$ cat src/rtl/alu_operand_loader.sv
// Operand loader for a switch-driven ALU demo board. It collects operand A, operand B and
// the opcode from the switches on successive load presses, then captures the ALU result
// and flags and holds them for display. The clear button wipes everything back to GET_A.
module alu_operand_loader #(
    parameter int unsigned N = 4
) (
    input  logic         clk,
    input  logic         rst_n,
    input  logic [N-1:0] sw_i,
    input  logic         load_btn_i,
    input  logic         clear_btn_i,
    output logic [N-1:0] a_o,
    output logic [N-1:0] b_o,
    output logic [3:0]   alucontrol_o,
    input  logic [N-1:0] alu_result_i,
    input  logic [3:0]   alu_flags_i,
    output logic [N-1:0] result_o,
    output logic [3:0]   flags_o,
    output logic         valid_o,
    output logic [2:0]   state_o
);

    typedef enum logic [2:0] {
        StGetA    = 3'd0,
        StGetB    = 3'd1,
        StGetOp   = 3'd2,
        StCapture = 3'd3,
        StShow    = 3'd4
    } state_e;

    state_e       state_q;
    logic [2:0]   load_sync_q;
    logic [2:0]   clear_sync_q;
    logic [N-1:0] a_q;
    logic [N-1:0] b_q;
    logic [3:0]   op_q;
    logic [N-1:0] result_q;
    logic [3:0]   flags_q;
    logic         valid_q;
    logic         load_pulse;
    logic         clear_pulse;

    // Bits [1:0] form the two-flop synchronizer; bit [2] is the edge-detect history flop.
    always_ff @(posedge clk or negedge rst_n) begin
        if (!rst_n) begin
            load_sync_q  <= 3'b000;
            clear_sync_q <= 3'b000;
        end else begin
            load_sync_q  <= {load_sync_q[1:0], load_btn_i};
            clear_sync_q <= {clear_sync_q[1:0], clear_btn_i};
        end
    end

    // One single-cycle pulse per press, no matter how long the button is held.
    always_comb begin
        load_pulse  = load_sync_q[1] & ~load_sync_q[2];
        clear_pulse = clear_sync_q[1] & ~clear_sync_q[2];
    end

    // Sequencing FSM with registered outputs; clear takes priority over load.
    always_ff @(posedge clk or negedge rst_n) begin
        if (!rst_n) begin
            state_q  <= StGetA;
            a_q      <= '0;
            b_q      <= '0;
            op_q     <= '0;
            result_q <= '0;
            flags_q  <= '0;
            valid_q  <= 1'b0;
        end else if (clear_pulse) begin
            state_q  <= StGetA;
            a_q      <= '0;
            b_q      <= '0;
            op_q     <= '0;
            result_q <= '0;
            flags_q  <= '0;
            valid_q  <= 1'b0;
        end else begin
            case (state_q)
                StGetA: begin
                    if (load_pulse) begin
                        a_q     <= sw_i;
                        state_q <= StGetB;
                    end
                end
                StGetB: begin
                    if (load_pulse) begin
                        b_q     <= sw_i;
                        state_q <= StGetOp;
                    end
                end
                StGetOp: begin
                    if (load_pulse) begin
                        op_q    <= sw_i[3:0];
                        state_q <= StCapture;
                    end
                end
                // One settle cycle for the ALU; loads arriving here are dropped.
                StCapture: begin
                    result_q <= alu_result_i;
                    flags_q  <= alu_flags_i;
                    valid_q  <= 1'b1;
                    state_q  <= StShow;
                end
                // A new A operand starts the next calculation; the old result stays on display.
                StShow: begin
                    if (load_pulse) begin
                        a_q     <= sw_i;
                        valid_q <= 1'b0;
                        state_q <= StGetB;
                    end
                end
                default: begin
                    state_q  <= StGetA;
                    a_q      <= '0;
                    b_q      <= '0;
                    op_q     <= '0;
                    result_q <= '0;
                    flags_q  <= '0;
                    valid_q  <= 1'b0;
                end
            endcase
        end
    end

    // Outputs come straight from registers.
    always_comb begin
        a_o          = a_q;
        b_o          = b_q;
        alucontrol_o = op_q;
        result_o     = result_q;
        flags_o      = flags_q;
        valid_o      = valid_q;
        state_o      = state_q;
    end

endmodule

$ cat config.mk
export PLATFORM = sky130hd
export DESIGN_NAME = alu_operand_loader
export DESIGN_NICKNAME = d
export VERILOG_FILES = /design/src/rtl/alu_operand_loader.sv
export SDC_FILE = /design/constraint.sdc
export NUM_CORES = 1
export LEC_CHECK = 0
export BUFFER_PORTS_ARGS = -buffer_cell sky130_fd_sc_hd__buf_2
export CORE_MARGIN = 2
export CORE_UTILIZATION = 48
export DETAILED_ROUTE_END_ITERATION = 10
export PLACE_DENSITY = 0.8
export SYNTH_ARGS = -nofsm -noshare
export SYNTH_HDL_FRONTEND = slang
export SYNTH_SLANG_ARGS = --single-unit
$ cat constraint.sdc
create_clock -name clk -period 1.9 [get_ports clk]
set_input_delay 0.095 -clock clk [delete_from_list [all_inputs] [get_ports clk]]
set_output_delay 0.095 -clock clk [all_outputs]
set_load 0.005 [all_outputs]
== Word-level counts from Yosys, hierarchy flattened ==
Cells that the tools add are included.

* Div/mod/pow operators: 0
* Reductions and logical operators: 12
* Bitwise gates (word level): 4
* Eq/ne operators: 13
* $add $sub $neg: 0
* $lt $le $gt $ge: 0
* Multiply operators: 0
* Mux-type cells: 19
* Shift operators: 0

{| class="wikitable"
|+ Operator list
! operator !! number
|-
| $pmux 4 s2 || 5
|-
| $mux 4 || 6
|-
| $mux 3 || 4
|-
| $pmux 3 s4 || 1
|-
| $reduce_or 4->1 || 3
|-
| $ne 2x1->1 const B || 5
|-
| $ne 3x3->1 const B || 3
|-
| $reduce_and 2->1 || 4
|-
| $eq 3x2->1 const B || 2
|-
| $reduce_or 3->1 || 2
|-
| $eq 3x1->1 const B || 1
|-
| $eq 3x3->1 const B || 1
|-
| $logic_not 3->1 || 1
|-
| $ne 3x1->1 const B || 1
|-
| $pmux 1 s3 || 1
|-
| $reduce_and 3->1 || 1
|-
| $and 1x1->1 || 2
|-
| $mux 1 || 2
|-
| $not 1->1 || 2
|-
| $reduce_or 2->1 || 1
|}

* Register bits after elaboration: 30
* ROM bits: 0
* Word-level logic and storage cells: 57
* Bits in latches: 0
* Bits of input ports: 16
* RAM bits: 0
* Memories: 0
* Output and inout port bits: 24

== Logic depth before layout (Yosys ltp) ==
Gate-level depths: netlist of run 1.

* Word-level depth: 5
* Gate-level depth with buffers: 5
* Gate-level depth less buffers: 3

== Worst setup path before layout of run 1 ==
No wires, ideal clock.

* Path kind: reg2reg
* Start point: register state_q[0], in the netlist state_o[0]
* End point: register a_q[1], in the netlist a_o[1]
* Path buffers: 1
* Clock period less this slack: 1.353 ns
* Data arrival time: 1.228 ns
* Stages on the path, launching flop included: 5
* Required time: 1.774 ns
* Library setup time: 0.126 ns
* Setup slack: 0.547 ns
* Path through: dfrtp_1 > buf_6 > or4b_4 > nand2_2 > o22ai_1

* Word-level cells in the longest chain between the ends: 4
* Elaborated cells on any way between the ends: 12
* Those cells by class: eq/ne (6); mux (2); reduce/logical (4)

{| class="wikitable"
|+ RTL lines
! element !! line !! RTL
|-
| from (decl) || 31 || <nowiki>state_e state_q;</nowiki>
|-
| from (signal assigned) || 63 || <nowiki>state_q <= StGetA;</nowiki>
|-
| from (signal assigned) || 71 || <nowiki>state_q <= StGetA;</nowiki>
|-
| from (signal assigned) || 83 || <nowiki>state_q <= StGetB;</nowiki>
|-
| $eq 3x2->1 (tied with other cells) || 79 || <nowiki>case (state_q)</nowiki>
|-
| $reduce_or 3->1 (no source line) or $reduce_or 2->1 (tied branches) || - ||
|-
| $pmux 4 s2 (tied with other cells) || 79 ||
|-
| $mux 4 or $reduce_and 2->1 (tied branches) || - ||
|-
| to (signal assigned) || 82 || <nowiki>a_q <= sw_i;</nowiki>
|-
| to (signal assigned) || 108 || <nowiki>a_q <= sw_i;</nowiki>
|-
| to (decl) || 34 || <nowiki>logic [N-1:0] a_q;</nowiki>
|}

Parallel ways exist; a longest one is shown, timed or not.
A chain may end at the register's enable or synchronous reset.

== Final worst setup path of run 1 ==
* Start point: register state_q[1], in the netlist state_o[1]
* End point: register a_q[2], in the netlist a_o[2]

The elaborated chain is that of the path after synthesis.

==> results of run 1 <==
-- power breakdown --
| part | internal [uW] | total (uW) | switching [uW] |
|---|---|---|---|
| clock | 179 | 391 | 212 |
| sequential | 733 | 819 | 85.9 |
| combinational | 175 | 373 | 198 |
-- metrics by stage --
step           cell area [um^2]  cells  hold slack [ns]
6_report                   1536    188          0.01248
5_1_grt                    1536    188          0.02084
4_1_cts                    1536    188         0.004114
3_5_place_dp               1416    174           0.1543
3_3_place_gp               1416    174           0.1428
2_1_floorplan              1222    111          -0.2006
-- cell families after synthesis --
group,Yosys count,share of synthesized area
buffers and inverters,8,0.03787
and+or+nand+nor,44,0.1761
AOI/OAI and AO/OA,29,0.1720
DFF,30,0.6141
-- layer usage --
metal / routed length (um) / GRT usage
met5: 0 / 0
met4: 37 / 0.1125
met2: 1370 / 0.3775
met3: 183 / 0.05191
met1: 1122 / 0.2536
-- cell usage after synthesis --
cell / number
nand2b_1: 2
a21oi_2: 2
clkbuf_1: 2
nor2_1: 11
inv_1: 2
a32oi_1: 8
o32ai_1: 1
clkbuf_2: 1
nand2_2: 1
dfrtp_1: 30
and3b_1: 1
buf_6: 2
o21ai_2: 1
nand3_1: 2
nand4_1: 1
a21o_1: 1
o22ai_1: 12
or4b_4: 1
nand2_1: 19
a31oi_1: 2
a21oi_1: 2
and2b_1: 1
nor3b_1: 1
buf_1: 1
nor2b_1: 2
or3b_1: 2
-- cell type report --
class / instances / area, um^2 / area share
clock buffers: 7 / 55.05 / 0.03583
well taps: 30 / 37.54 / 0.02443
inverters: 2 / 7.507 / 0.004886
clock inverters: 1 / 5.005 / 0.003257
flip-flops and latches: 30 / 750.7 / 0.4886
multi-input cells: 73 / 425.4 / 0.2769
repair buffers: 45 / 255.2 / 0.1661
-- registers in the layout (all words and copies together) (netlist names) --
register and flops:
a_o 4, alucontrol_o 4, b_o 4, flags_o 4
result_o 4, clear_sync_q 3, load_sync_q 3, state_o 3
valid_o 1
-- path summary, 6_finish.rpt --
kind	from	slack [ns]	depth (start not counted)	end
worst min-delay path	alu_result_i[0]	0.01	3	result_o[0]
max in group asynchronous	rst_n	1.16	2	a_o[2]
min in group asynchronous	rst_n	0.31	2	alucontrol_o[2]
worst max-delay path	state_o[1]	0.45	3	a_o[2]
worst min register to register	clear_sync_q[0]	0.36	0	clear_sync_q[1]
worst max register to register	state_o[1]	0.45	3	a_o[2]
-- repair_timing --
action / in CTS / in global routing
endpoints found under the hold margin: 35 / 0
hold buffers: 6 / 0
buffers inserted: 0 / 0
gates resized for setup: 0 / 0
-- worst reg2reg max path, delay by kind of cell (launching register included) --
family / cells / cell delay [ns]
and+or+nand+nor: 2 / 0.74
DFF: 1 / 0.51
AOI/OAI and AO/OA: 1 / 0.08
==> metrics.md, run 1 <==
| Metric | Value |
|---|---|
| Class of the most critical setup path | flop to flop |
| Critical path's largest stage delay | 0.62 ns |
| Number of global-route vias before repair | 1,028 |
| Number of nets in the finished design | 173 |
| Final weighted congestion of routability-driven global placement | 0.7935 |
| Count of filler cells inserted in the layout | 208 |
| Final worst-path setup slack | 0.4471 ns |
| Share of the clock period used by the worst path | 0.7647 |
| Number of buffers and inverters on the critical path | 0 |
| Post-Synthesis Cell Area | 1222 um^2 |
| Data required time of the critical path | 2.11 ns |
| Commonest non-fill, non-tap cell in the layout | buf_2 |
| Leakage | 0.0007994 uW |
| Warnings, synthesis | 0 |
| Post-synthesis area per instance | 11.01 um^2 |
| Number of H-tree levels | 2 |
| Fin Clk Skew | 0.01131 ns |
| Sink count of the clock tree | 30 |
| Die X | 54.47 um |
| Slowest cell on crit path | or4b_4 |
| Final hold violations | 0 |
| TritonCTS buffer count | 5 |
| DRC marker count from the first detailed-route iteration | 24 |
| Pin count of the biggest net entering global routing | 31 |
| Max-cap viol count | 0 |
| Total count of max-transition violations in the final report | 0 |
| Top-Level Pins | 40 |
| Most frequent cells in the layout | buf_2, dfrtp_1, nand2_1, o22ai_1, nor2_1 |
| Least-Margin Pin Slew | 0.7779 ns |
| Pwr per Cell Area | 1030 nW/um^2 |
| Antenna violations before repair | 0 |
| Maximum ir drop on the vdd rail | 0.8118 mV |
| Most area-consuming cells after synthesis | dfrtp_1, o22ai_1, nand2_1, a32oi_1, nor2_1 |
| Clock insertion delay at the later pin of the skew report | 0.34 ns |
| Final routed wire length divided by cell count | 14.43 um |
| Time the final worst path needs with I/O delays and setup | 1.453 ns |
| Overall Power | 1583 uW |
| Detailed-placement wirelength estimate | 1939 um |
| Initial core utilization | 0.4980 |
| Synth area leader | dfrtp_1 |
| Clock root buffer | clkbuf_4 |
| Post-Place Setup Slack | 0.4741 ns |
| Overall routing resource usage | 0.2196 |
| Maximum fanout encountered on the critical timing path | 12 |
| Share of the synthesized area in the top cell type | 0.6141 |
| Final-layout setup total negative slack | 0 ns |
| Gate count after technology mapping | 111 |
| Arr. time, crit path | 1.66 ns |
| Vertical extent of the die | 54.47 um |
| Relative slew slack | 0.4804 |
| Setup repair after global routing missed its margin | false |
| Die ar. | 2966 um^2 |
| Cells along the critical path | or4b_4 > nand2_2 > o22ai_1 |
| DRT Wirelength | 2713 um |
| Via/cell ratio | 5.457 |
| Clock input transition at the sequential cells of the worst setup and hold paths | 0.09 ns |
| Share of the core filled with cells | 0.6259 |
| Count of buffers inserted at the top-level ports | 39 |
| Syn nets | 127 |
| Number of distinct library cells after synthesis | 26 |
| DRT Pass-1 Iters | 4 |
| Critical path endpoint category | flop |
| Result of the run | completed |
| Fraction of the yosys area taken by sequential cells | 0.6141 |
| First-pass GRT wire length | 4416 um |
| Worst Setup Start Kind | flop |
| Remaining antenna violation count after routing | 0 |
| CORE AREA | 2455 um^2 |
| Worst path top cell family by delay | simple AND/OR/NAND/NOR gates |
| Diode insertion count for antenna repair | 0 |
| Count of unresolved DRC violations after routing | 0 |
| Flip-flop and latch count after synthesis | 30 |
| Proportion of layout cells with a drive suffix above 1 | 0.3228 |
| TritonCTS clock tree | yes |
| Total overflow reported by the global router | 0 |
| Max frequency | 688.3 MHz |
| Via count | 1,026 |
| Synthesis-to-finish area growth | 25.69% |
| CTS Buffer Depth | 2 |
| Path category of the worst min-delay check | primary input to flop |
| Total of endpoints with negative setup slack in the final report | 0 |
| Standard-cell row count | 18 |
Note: power is estimated with default switching activity, not from simulation.
==> run 2: changes to the inputs <==
clock period = 1.4 ns   (was 1.9 ns; I/O delays follow)
==> run 2 against run 1 <==
  * Via count grew 2.5%
  * Sequential share of layout area shrank 2.9 points
  * Hold slack gained 0.050 ns
  * Die area is the same
  * Register-to-register slack lost 0.36 ns
  * First-iteration DRC count shrank 25%
  * Combinational power grew 56%
  * Total power grew 44%
  * Critical path type unchanged
  * Critical endpoint unchanged
  * Largest cell class unchanged
  * Largest power group unchanged
  * Highest routed layer unchanged
==> metrics.md, run 2 (same netlist as run 1, synthesis figures left out) <==
| Metric | Value |
|---|---|
| DRT Pass-1 Iters | 4 (unchanged) |
| Number of H-tree levels | 2 (unchanged) |
| Antenna violations before repair | 0 (unchanged) |
| Maximum ir drop on the vdd rail | 1.067 mV (was 0.8118 mV) |
| Time the final worst path needs with I/O delays and setup | 1.316 ns (was 1.453 ns) |
| Max-cap viol count | 0 (unchanged) |
| Overall routing resource usage | 0.2225 (was 0.2196) |
| Top-Level Pins | 40 (unchanged) |
| Detailed-placement wirelength estimate | 1884 um (was 1939 um) |
| Final routed wire length divided by cell count | 13.74 um (was 14.43 um) |
| Final worst-path setup slack | 0.08400 ns (was 0.4471 ns) |
| Number of global-route vias before repair | 1,020 (was 1,028) |
| Setup repair after global routing missed its margin | true (was false) |
| Final-layout setup total negative slack | 0 ns (unchanged) |
| Arr. time, crit path | 1.53 ns (was 1.66 ns) |
| TritonCTS clock tree | yes (unchanged) |
| Post-Place Setup Slack | 0.09611 ns (was 0.4741 ns) |
| TritonCTS buffer count | 5 (unchanged) |
| Data required time of the critical path | 1.61 ns (was 2.11 ns) |
| Initial core utilization | 0.4980 (unchanged) |
| Leakage | 0.0008460 uW (was 0.0007994 uW) |
| Synthesis-to-finish area growth | 33.57% (was 25.69%) |
| Fin Clk Skew | 0.007151 ns (was 0.01131 ns) |
| Critical path endpoint category | flop (unchanged) |
| Clock root buffer | clkbuf_4 (unchanged) |
| Number of nets in the finished design | 181 (was 173) |
| CTS Buffer Depth | 2 (unchanged) |
| Total of endpoints with negative setup slack in the final report | 0 (unchanged) |
| Switching part of the total power | 0.2954 (was 0.3132) |
| Clock input transition at the sequential cells of the worst setup and hold paths | 0.09 ns (about the same) |
| Worst Setup Start Kind | flop (unchanged) |
| Most frequent cells in the layout | buf_2, dfrtp_1, nand2_1, o22ai_1 (was buf_2, dfrtp_1, nand2_1, o22ai_1, nor2_1) |
| Max frequency | 759.9 MHz (was 688.3 MHz) |
| Final hold violations | 0 (unchanged) |
| Pwr per Cell Area | 1400 nW/um^2 (was 1030 nW/um^2) |
| First-pass GRT wire length | 4471 um (was 4416 um) |
| Footprint of the multi-input gates | 430.4 um^2 (was 425.4 um^2) |
| Final weighted congestion of routability-driven global placement | 0.8014 (was 0.7935) |
| Count of buffers inserted at the top-level ports | 39 (unchanged) |
| Total count of max-transition violations in the final report | 0 (unchanged) |
| Path category of the worst min-delay check | primary input to flop (unchanged) |
| Total overflow reported by the global router | 0 (unchanged) |
| Remaining antenna violation count after routing | 0 (unchanged) |
| Internal cell power | 1611 uW (was 1087 uW) |
| Standard-cell row count | 18 (unchanged) |
| Vertical extent of the die | 54.47 um (unchanged) |
| Proportion of layout cells with a drive suffix above 1 | 0.3434 (was 0.3228) |
| Fraction of power consumed by the clock network | 0.273 (was 0.247) |
| Number of buffers inserted by post-CTS setup repair | 0 (unchanged) |
| Relative slew slack | 0.5722 (was 0.4804) |
| Diode insertion count for antenna repair | 0 (unchanged) |
| Die X | 54.47 um (unchanged) |
| Clock insertion delay at the later pin of the skew report | 0.33 ns (was 0.34 ns) |
| Pin count of the biggest net entering global routing | 31 (unchanged) |
| Least-Margin Pin Slew | 0.6416 ns (was 0.7779 ns) |
| Part of the power in combinational logic | 0.254 (was 0.235) |
| Share of the core filled with cells | 0.6651 (was 0.6259) |
| DRC marker count from the first detailed-route iteration | 18 (was 24) |
| Share of the clock period used by the worst path | 0.9400 (was 0.7647) |
| Maximum fanout encountered on the critical timing path | 5 (was 12) |
| Count of unresolved DRC violations after routing | 0 (unchanged) |
| Die ar. | 2966 um^2 (unchanged) |
| CORE AREA | 2455 um^2 (unchanged) |
| Register area | 750.7 um^2 (unchanged) |
| Result of the run | completed (unchanged) |
| Fraction of power consumed by sequential logic | 0.473 (was 0.517) |
| Switching power summed over all nets | 675.6 uW (was 495.7 uW) |
| Via count | 1,052 (was 1,026) |
| Commonest non-fill, non-tap cell in the layout | buf_2 (unchanged) |
| Via/cell ratio | 5.367 (was 5.457) |
| DRT Wirelength | 2694 um (was 2713 um) |
| Class of the most critical setup path | flop to flop (unchanged) |
| Smallest hold slack | 0.06258 ns (was 0.01248 ns) |
| Sink count of the clock tree | 30 (unchanged) |
| Count of filler cells inserted in the layout | 189 (was 208) |
[run 2: layout make-up]
cell class | count | area share
Multi-Input combinational cell | 73 | 0.2636
Timing Repair Buffer | 53 | 0.2008
Tap cell | 30 | 0.02299
Sequential cell | 30 | 0.4598
Inverter | 2 | 0.004598
Clock buffer | 8 | 0.04828
[run 2: through the flow]
step                std cells  area (um^2)  power [uW]
finish                    196         1633        2287
CTS                       196         1628        2311
global placement          177         1439        1628
detailed placement        177         1439        1655
floorplan                 111         1222        1433
global route              196         1633        2449
[run 2: worst max-delay path: stages (launching register included)]
cell     delay, ns
dfrtp_1       0.43
or4b_4        0.57
nand2_2       0.12
o22ai_1       0.08
[run 2: worst paths after layout]
path	startpoint	endpoint	slack [ns]	cells past startpoint
max in group asynchronous	rst_n	clear_sync_q[1]	0.68	2
setup reg to reg	state_o[0]	a_o[2]	0.08	3
setup / recovery	state_o[0]	a_o[2]	0.08	3
min in group asynchronous	rst_n	alucontrol_o[3]	0.29	2
hold reg to reg	clear_sync_q[0]	clear_sync_q[1]	0.35	0
hold / removal	sw_i[2]	alucontrol_o[2]	0.06	3
[run 2: timing repair]
item	in CTS	in global routing
endpoints found under the hold margin	40	0
hold buffers	11	0
setup endpoints to repair	0	13
resized for setup	0	2
[run 2: power by group through the flow]
stage | combinational (uW) | sequential (uW) | clock, uW
CTS | 583 | 1080 | 649
global placement | 541 | 1090 | 0
detailed placement | 559 | 1100 | 0
finish | 582 | 1080 | 624
floorplan | 334 | 1100 | 0
global route | 660 | 1100 | 687
[run 2: per-layer routing]
layer	GRT usage	vias up	routed length, um
met5	0	-	0
met4	0.1000	0	51
li1	-	508	-
met3	0.07650	7	190
met1	0.2752	498	1132
met2	0.3514	39	1318
==> run 3: changes to the inputs <==
CORE_ASPECT_RATIO = 0.75   (was default)
clock period = 1.65 ns   (was 1.4 ns; I/O delays follow)
==> run 3 against run 2 <==
  * Fmax fell by 9.2%
  * Die area rose by 0.14%
  * Combinational power fell by 22%
  * Wire length rose by 0.41%
  * Total power fell by 22%
  * Via count fell by 0.48%
  * Critical endpoint is now a_o[3]
  * First-iteration DRC count rose to 3.3 times the previous value
==> metrics.md, run 3 (same netlist as run 1, synthesis figures left out) <==
| Metric | Value |
|---|---|
| Cell depth of the worst flop-to-flop path | 3 (unchanged) |
| Number of buffers and inverters on the critical path | 0 (unchanged) |
| Overall routing resource usage | 0.1983 (was 0.2225) |
| Die X | 62.27 um (was 54.47 um) |
| Result of the run | completed (unchanged) |
| DRT Pass-1 Iters | 4 (unchanged) |
| Via/cell ratio | 5.342 (was 5.367) |
| Top-Level Pins | 40 (unchanged) |
| Arr. time, crit path | 1.64 ns (was 1.53 ns) |
| Fraction of power consumed by the clock network | 0.217 (was 0.273) |
| Cells along the critical path | or4b_4 > nand2_2 > o22ai_1 (unchanged) |
| Total of endpoints with negative setup slack in the final report | 0 (unchanged) |
| Die ar. | 2971 um^2 (was 2966 um^2) |
| Setup repair after global routing missed its margin | false (was true) |
| Pin count of the biggest net entering global routing | 31 (unchanged) |
| Count of filler cells inserted in the layout | 189 (unchanged) |
| Most frequent cells in the layout | buf_2, dfrtp_1, nand2_1, o22ai_1, nor2_1 (was buf_2, dfrtp_1, nand2_1, o22ai_1) |
| Number of buffers inserted by hold repair at cts | 8 (was 11) |
| Critical path endpoint category | flop (unchanged) |
| Number of gates resized after cts | 0 (unchanged) |
| Count of buffers inserted at the top-level ports | 39 (unchanged) |
| Clock insertion delay at the later pin of the skew report | 0.32 ns (was 0.33 ns) |
| Share of the clock period used by the worst path | 0.8786 (was 0.9400) |
| Vertical extent of the die | 47.71 um (was 54.47 um) |
| Commonest non-fill, non-tap cell in the layout | buf_2 (unchanged) |
| Slowest cell on crit path | or4b_4 (unchanged) |
| Switching power summed over all nets | 557.9 uW (was 675.6 uW) |
| Maximum ir drop on the vdd rail | 0.5572 mV (was 1.067 mV) |
| Clock input transition at the sequential cells of the worst setup and hold paths | 0.09 ns (about the same) |
| Total overflow reported by the global router | 0 (unchanged) |
| Share of the core filled with cells | 0.6646 (was 0.6651) |
| Internal cell power | 1219 uW (was 1611 uW) |
| Final routed wire length divided by cell count | 13.80 um (was 13.74 um) |
| Data required time of the critical path | 1.84 ns (was 1.61 ns) |
| Synthesis-to-finish area growth | 28.56% (was 33.57%) |
| Min-Delay Path Depth | 3 (unchanged) |
| Worst path top cell family by delay | simple AND/OR/NAND/NOR gates (unchanged) |
| Max frequency | 689.8 MHz (was 759.9 MHz) |
| Sink count of the clock tree | 30 (unchanged) |
| Relative slew slack | 0.5683 (was 0.5722) |
| Via count | 1,047 (was 1,052) |
| TritonCTS buffer count | 5 (unchanged) |
| Total count of max-transition violations in the final report | 0 (unchanged) |
| Switching part of the total power | 0.3139 (was 0.2954) |
| Leakage | 0.0008125 uW (was 0.0008460 uW) |
| Stages on worst setup path | 3 (unchanged) |
| Number of global-route vias before repair | 889 (was 1,020) |
| Final hold violations | 0 (unchanged) |
| Maximum fanout encountered on the critical timing path | 11 (was 5) |
| Number of H-tree levels | 2 (unchanged) |
| Initial core utilization | 0.5169 (was 0.4980) |
| Pwr per Cell Area | 1131 nW/um^2 (was 1400 nW/um^2) |
| DRT Wirelength | 2705 um (was 2694 um) |
| Clock root buffer | clkbuf_4 (unchanged) |
| First-pass GRT wire length | 4215 um (was 4471 um) |
| Fin Clk Skew | 0.009578 ns (was 0.007151 ns) |
| CORE AREA | 2365 um^2 (was 2455 um^2) |
| DRC marker count from the first detailed-route iteration | 59 (was 18) |
| Path category of the worst min-delay check | primary input to flop (unchanged) |
| Time the final worst path needs with I/O delays and setup | 1.450 ns (was 1.316 ns) |
| Least-Margin Pin Slew | 0.6476 ns (was 0.6416 ns) |
| TritonCTS clock tree | yes (unchanged) |
| Max-cap viol count | 0 (unchanged) |
| Diode insertion count for antenna repair | 0 (unchanged) |
| Detailed-placement wirelength estimate | 1894 um (was 1884 um) |
| Proportion of layout cells with a drive suffix above 1 | 0.3148 (was 0.3434) |
| Number of buffers inserted by post-CTS setup repair | 0 (unchanged) |
| Standard-cell row count | 15 (was 18) |
| Remaining antenna violation count after routing | 0 (unchanged) |
| Final weighted congestion of routability-driven global placement | 0.7671 (was 0.8014) |
| Count of unresolved DRC violations after routing | 0 (unchanged) |
| Fraction of power consumed by sequential logic | 0.526 (was 0.473) |
| Critical path's largest stage delay | 0.60 ns (was 0.57 ns) |
| Part of the power in combinational logic | 0.257 (was 0.254) |
| Antenna violations before repair | 0 (unchanged) |
| Worst Setup Start Kind | flop (unchanged) |
| Final-layout setup total negative slack | 0 ns (unchanged) |
| Class of the most critical setup path | flop to flop (unchanged) |
| CTS Buffer Depth | 2 (unchanged) |
| Number of nets in the finished design | 178 (was 181) |
## run 3: path summary, 6_finish.rpt
path / from / endpoint / slack (ns)
worst max-delay path: state_o[0] / a_o[3] / 0.20
worst min-delay path: alu_flags_i[0] / flags_o[0] / 0.02
worst max register to register: state_o[0] / a_o[3] / 0.20
worst min register to register: load_sync_q[0] / load_sync_q[1] / 0.36
max in group asynchronous: rst_n / result_o[3] / 0.91
min in group asynchronous: rst_n / state_o[0] / 0.32
## run 3: area by class of cell
| type | instances | area (um^2) | share of cell area |
|---|---|---|---|
| multi-input combinational | 73 | 425.4 | 0.2707 |
| inverter | 2 | 7.507 | 0.004777 |
| timing repair buffer | 50 | 300.3 | 0.1911 |
| clock buffer | 7 | 45.04 | 0.02866 |
| sequential | 30 | 750.7 | 0.4777 |
| tap | 34 | 42.54 | 0.02707 |
## run 3: worst reg2reg max path: cells and delay by family (launching register included)
family           cells  cell delay, ns
AO/OA/AOI/OAI        1            0.10
AND/OR/NAND/NOR      2            0.73
flip-flops           1            0.49
## run 3: power by group through the flow
| stage | Combinational (uW) | Clock [uW] | Sequential (uW) |
|---|---|---|---|
| after detailed placement | 437 | 0 | 947 |
| after global routing | 506 | 434 | 953 |
| after floorplan | 284 | 0 | 932 |
| final | 456 | 386 | 935 |
| after global placement | 429 | 0 | 942 |
| after CTS | 452 | 396 | 934 |
## run 3: per-layer routing
metal / up-vias / wire (um) / track usage
li1: 506 / - / -
met1: 493 / 1257 / 0.2572
met2: 44 / 1228 / 0.3000
met3: 4 / 190 / 0.07529
met4: 0 / 29 / 0.1067
met5: - / 0 / 0
## run 3: stage by stage
step | total power [uW] | setup WS, ns | cells | instance area, um^2 | hold slack, ns
finish | 1777 | 0.2004 | 196 | 1572 | 0.01915
detailed placement | 1384 | 0.2373 | 180 | 1436 | 0.1424
global route | 1892 | 0.1178 | 196 | 1572 | 0.01546
global placement | 1372 | 0.2991 | 180 | 1436 | 0.1312
CTS | 1782 | 0.2009 | 195 | 1562 | 0.003217
floorplan | 1216 | 0.2968 | 111 | 1222 | -0.2131
